[src/rtl/int_ctrl_n_pkg.sv]
// Shared types and address/vector constants for the per-core interrupt controller.
// Also holds small helpers used by the controller and its priority encoder.
package int_ctrl_n_pkg;

  typedef enum logic [1:0] {INT_IDLE, INT_REQ, INT_SVC} int_state_t;

  localparam logic [15:0] INT_EN         = 16'hC002;
  localparam logic [15:0] INT_PEND       = 16'hC003;
  localparam logic [15:0] INT_VEC_BASE   = 16'h0010;
  localparam logic [15:0] INT_VEC_STRIDE = 16'h0010;

  // Original fixed four-vector names kept for existing software headers.
  localparam logic [15:0] int0vec = INT_VEC_BASE;
  localparam logic [15:0] int1vec = INT_VEC_BASE + INT_VEC_STRIDE;
  localparam logic [15:0] int2vec = INT_VEC_BASE + 16'd2 * INT_VEC_STRIDE;
  localparam logic [15:0] int3vec = INT_VEC_BASE + 16'd3 * INT_VEC_STRIDE;

  function automatic int idx_width(input int n);
    return (n > 1) ? $clog2(n) : 1;
  endfunction

  // Handler address, computed modulo 2^16.
  function automatic logic [15:0] vec_addr(input logic [15:0] base,
                                           input logic [15:0] stride,
                                           input logic [15:0] idx);
    return base + idx * stride;
  endfunction

endpackage

[src/rtl/int_prio_enc.sv]
// Fixed-priority encoder: lowest set request index wins.
module int_prio_enc
  import int_ctrl_n_pkg::*;
#(
  parameter int NUM_IRQ = 4,
  localparam int IDX_W = idx_width(NUM_IRQ)
) (
  input  logic [NUM_IRQ-1:0] req,
  output logic               valid,
  output logic [IDX_W-1:0]   idx
);

  always_comb begin
    valid = |req;
    idx   = '0;
    for (int i = NUM_IRQ - 1; i >= 0; i--) begin
      if (req[i]) idx = IDX_W'(i);
    end
  end

endmodule

[src/rtl/int_ctrl_n.sv]
// Per-core interrupt controller: MMIO enable/pending registers, edge or level
// sources, fixed-priority vector request and single-level service ended by RTI.
module int_ctrl_n
  import int_ctrl_n_pkg::*;
#(
  parameter int          NUM_IRQ    = 4,
  parameter logic [15:0] EDGE_MASK  = 16'h000F,
  parameter logic [15:0] VEC_BASE   = INT_VEC_BASE,
  parameter logic [15:0] VEC_STRIDE = INT_VEC_STRIDE,
  parameter logic [15:0] EN_ADDR    = INT_EN,
  parameter logic [15:0] PEND_ADDR  = INT_PEND
) (
  input  logic               clk,
  input  logic               rst,
  input  logic [NUM_IRQ-1:0] irq,
  input  logic [15:0]        addr,
  input  logic               we,
  input  logic               re,
  input  logic [15:0]        wdata,
  output logic [15:0]        rdata,
  output logic               int_req,
  output logic [15:0]        int_vec,
  input  logic               int_ack,
  input  logic               rti
);

  localparam int IDX_W = idx_width(NUM_IRQ);

  logic [NUM_IRQ-1:0] en;
  logic [NUM_IRQ-1:0] pend;
  logic [NUM_IRQ-1:0] pend_nxt;
  logic [NUM_IRQ-1:0] irq_q;
  logic [NUM_IRQ-1:0] wmask;
  logic [IDX_W-1:0]   sel;
  logic [IDX_W-1:0]   enc_idx;
  logic               enc_valid;
  logic               en_wr;
  logic               w1c;
  logic               load;
  logic               ack_fire;
  int_state_t         state;
  int_state_t         state_nxt;

  assign wmask = NUM_IRQ'(wdata);
  assign en_wr = we && (addr == EN_ADDR);
  assign w1c   = we && (addr == PEND_ADDR);

  int_prio_enc #(.NUM_IRQ(NUM_IRQ)) u_prio (
    .req   (pend & en),
    .valid (enc_valid),
    .idx   (enc_idx)
  );

  // Edge sources: a new rising edge beats a same-cycle ack or W1C clear.
  always_comb begin
    pend_nxt = pend;
    for (int i = 0; i < NUM_IRQ; i++) begin
      if (EDGE_MASK[i]) begin
        if ((w1c && wmask[i]) || (ack_fire && (sel == IDX_W'(i)))) pend_nxt[i] = 1'b0;
        if (irq[i] && !irq_q[i]) pend_nxt[i] = 1'b1;
      end else begin
        pend_nxt[i] = irq[i];
      end
    end
  end

  always_ff @(posedge clk) begin
    if (rst) begin
      en    <= '0;
      pend  <= '0;
      irq_q <= '0;
    end else begin
      irq_q <= irq;
      pend  <= pend_nxt;
      if (en_wr) en <= wmask;
    end
  end

  always_ff @(posedge clk) begin
    if (rst) begin
      rdata <= '0;
    end else if (re && (addr == EN_ADDR)) begin
      rdata <= 16'(en);
    end else if (re && (addr == PEND_ADDR)) begin
      rdata <= 16'(pend);
    end else begin
      rdata <= '0;
    end
  end

  always_ff @(posedge clk) begin
    if (rst) begin
      state   <= INT_IDLE;
      sel     <= '0;
      int_vec <= '0;
    end else begin
      state <= state_nxt;
      if (load) begin
        sel     <= enc_idx;
        int_vec <= vec_addr(VEC_BASE, VEC_STRIDE, 16'(enc_idx));
      end
    end
  end

  // Once in INT_REQ the request is committed; only int_ack moves it on.
  always_comb begin
    state_nxt = state;
    load      = 1'b0;
    ack_fire  = 1'b0;
    int_req   = 1'b0;
    unique case (state)
      INT_IDLE: begin
        if (enc_valid) begin
          state_nxt = INT_REQ;
          load      = 1'b1;
        end
      end
      INT_REQ: begin
        int_req = 1'b1;
        if (int_ack) begin
          state_nxt = INT_SVC;
          ack_fire  = 1'b1;
        end
      end
      INT_SVC: begin
        if (rti) state_nxt = INT_IDLE;
      end
      default: state_nxt = INT_IDLE;
    endcase
  end

endmodule
[config.mk]
export PLATFORM = sky130hd
export DESIGN_NAME = int_ctrl_n
export DESIGN_NICKNAME = d
export VERILOG_FILES = /design/src/rtl/int_ctrl_n_pkg.sv /design/src/rtl/int_prio_enc.sv /design/src/rtl/int_ctrl_n.sv
export SDC_FILE = /design/constraint.sdc
export NUM_CORES = 1
export LEC_CHECK = 0
export CORE_MARGIN = 3
export CORE_UTILIZATION = 37
export DETAILED_ROUTE_END_ITERATION = 8
export GPL_TIMING_DRIVEN = 0
export PLACE_DENSITY_LB_ADDON = 0.05
export SETUP_SLACK_MARGIN = 0.4
export SLEW_MARGIN = 20
export SYNTH_ARGS = -nofsm -noshare
export SYNTH_HDL_FRONTEND = slang
export SYNTH_SLANG_ARGS = --single-unit
[constraint.sdc]
create_clock -name clk -period 1.62 [get_ports clk]
set_clock_uncertainty 0.05 [all_clocks]
set_input_delay 0.324 -clock clk [delete_from_list [all_inputs] [get_ports clk]]
set_output_delay 0.324 -clock clk [all_outputs]
set_load 0.01 [all_outputs]
==> results.tsv <==
stage	metric	value	unit
cells_and_area	Finished Core Util	68.2	%
power	PwrDens	509	nW/µm²
route	Final ANT Viol Nets	0	
power	Static Leak	0.964	nW
clock_network	clk buf depth	2	
cells_and_area	leading cell type in the layout, fill and taps excluded	buf_4	
status	status	finished clean	
die	effective utilization at floorplan	40.0	%
cells_and_area	fillcell total	251	
clock_network	Reg clk slew, reported paths	130	ps
cells_and_area	antenna cells	0	
critical_path	CP Cell Sequence	a22o_4 > nor2b_2 > ha_2 > mux2i_1 > nor2_1	
critical_path	cells on worst reg2reg path	5	
yosys	Post-synth EDFFs	0	
route	uppermost layer routed	met4	
power	power consumption	1.09	mW
place	Final Wtd Congestion	0.812	
yosys	Post-Syn Area	1250	µm²
grt	vias in the first global route	1190	
clock_network	Hold Buf Count CTS	0	
cells_and_area	Reg area	483	µm²
cells_and_area	share of cells above drive strength 1	50.9	%
timing	setup_tns	0	ps
critical_path	crit end category	register	
critical_path	CP max stage cell	dfxtp_2	
die	Die Y	64.1	µm
critical_path	Worst R2R End	int_vec[5]	
die	IO Count	75	
route	routed len/inst	13.4	µm
yosys	Mean Syn Cell Area	9.26	µm²
timing	final setup fails	0	
clock_network	CTS sink cnt	23	
critical_path	Worst Setup SP	en[2]	
route	drt drc	0	
critical_path	flop2flop setup slack	280	ps
die	area of the core	3130	µm²
job	Max-Cap Viols	0	
yosys	top_reg_cell synth	dfxtp_1	
timing	final hold violations	0	
route	drt initial violations	33	
timing	Final Cycle Share	82.5	%
die	Chip Width	64.1	µm
timing	FMAX	748	MHz
clock_network	clock latency on the worst-skew pair	320	ps
timing	final max-slew violation count	0	
power	Worst VDD drop	0.000562	V
cells_and_area	non-filler cells, final	262	
clock_network	H-tree depth	1	
grt	grt total ovfl	0	
route	DRT met1 WL	1.35	mm
yosys	Synth cell types	37	
critical_path	crit path max fanout	4	
cells_and_area	multi-input logic area	772	µm²
route	DR WL met3	304	µm
timing	min Tclk post-route	1340	ps
route	DR vias	1234	
grt	largest net degree at the start of global routing	14	
cells_and_area	most frequent cells in the layout	36 x buf_4, 25 x conb_1, 12 x buf_6	
place	placed instance count	239	
die	die area	4110	µm²
clock_network	CTS tree	built	
min_path	Worst Hold Depth	2	
route	First-pass DRT Iterations	4	
cells_and_area	Layout area overhead	70.8	%
grt	GRT Overall Usage	16.3	%
route	Vias/cell	4.71	
yosys	Seq/Total Area, Yosys	36.8	%
yosys	Synth Instances	135	
grt	first-pass GRT wire length	5.42	mm
critical_path	Worst EP arrival	1520	ps
clock_network	clock buffer count from CTS	3	
critical_path	critical path startpoint category	register	
clock_network	Root Buffer	clkbuf_4	
min_path	hold crit path type	in -> reg	
yosys	async set-or-reset flop fraction in the synthesized netlist	0	%
critical_path	FF-to-FF Start	en[2]	
place	PortBufs	36	
timing	RSZ-0062 raised after global routing	yes	
yosys	Ys Warns	0	
yosys	synthesized flop and latch total	23	
critical_path	Max stage delay on crit path	370	ps
grt	initial antenna violation count	0	
critical_path	CP Class	reg -> reg	
route	Final Routed Wirelength	3.50	mm
die	row count	20	
critical_path	CP endpoint	int_vec[5]	
place	placed wire-length estimate	2.38	mm
critical_path	CP required	1800	ps
route	met2 routed WL	1.82	mm
cells_and_area	Layout Nets	262	
report_power, final:
group | total (mW) | internal (mW) | switching (mW)
Clock | 0.268 | 0.0923 | 0.175
Sequential | 0.597 | 0.579 | 0.0181
Combinational | 0.221 | 0.128 | 0.0926
kinds of logic after synthesis:
logic type	Yosys count	synth area share (%)
buf+inv	34	21.4
flops	23	36.8
simple gates	44	22.8
fa+ha+maj	1	1.00
other cells	1	0.300
mux	2	1.60
compound gates	30	16.0
worst min-delay path by stage:
stage / startpoint / endpoint
finish: rst / en[0]
detailed placement: irq_q[0] / pend[0]
floorplan: irq_q[0] / pend[0]
CTS: rst / en[1]
global route: rst / en[0]
global placement: irq_q[0] / pend[0]
timing repair:
action / in CTS / in global routing
pin swaps: 20 / 12
setup endpoints to repair: 25 / 20
resized for setup: 105 / 30
setup buffers: 11 / 7
gates cloned: 1 / 0
sequential cells by signal (all words and copies together), names as in the netlist:
register	cells
en	4
int_vec	3
irq_q	4
pend	4
rdata	4
sel	2
state	2
routing by layer:
metal | global-route usage, % | up-vias
li1 | - | 609
met1 | 18.7 | 565
met2 | 29.8 | 56
met3 | 4.75 | 4
met4 | 3.17 | 0
met5 | 0 | -
final cells by class:
class	count	share of cell area, %
Timing Repair Buffer	55	24.8
Tap cell	44	2.58
Multi-Input combinational cell	102	36.2
Sequential cell	23	22.6
Buffer	30	11.8
Clock inverter	1	0.234
Inverter	4	0.703
Clock buffer	3	1.06
cell usage after synthesis (2+ instances only):
library cell / instances / area (µm²)
nand2_1: 2 / 7.51
buf_4: 25 / 188
dfxtp_1: 23 / 460
nand4_1: 10 / 62.6
nor2b_1: 9 / 56.3
clkbuf_8: 2 / 27.5
inv_1: 4 / 15.0
nand2b_1: 2 / 12.5
buf_6: 2 / 22.5
nor4b_2: 2 / 30.0
nor2_1: 3 / 11.3
a22o_1: 3 / 26.3
o21ai_0: 4 / 20.0
nand3_1: 8 / 40.0
a41o_1: 2 / 20.0
a21oi_1: 12 / 60.1
mux2i_1: 2 / 20.0
stage by stage:
step                instance area, µm²  hold WS, ps  setup slack, ps
finish                            2130          163              283
global placement                  1800          386             -283
CTS                               1960          166              272
detailed placement                1800          399             -326
floorplan                         1390          379              275
global route                      2130          139              221
critical path, delay by kind of cell, from the launching register on:
kind	cells	cell delay [ps]
multiplexers	1	120
AND/OR/NAND/NOR	2	200
AO/OA/AOI/OAI	1	280
flip-flops	1	370
adder cells (fa/ha/maj)	1	240
Note: power is estimated with default switching activity, not from simulation.
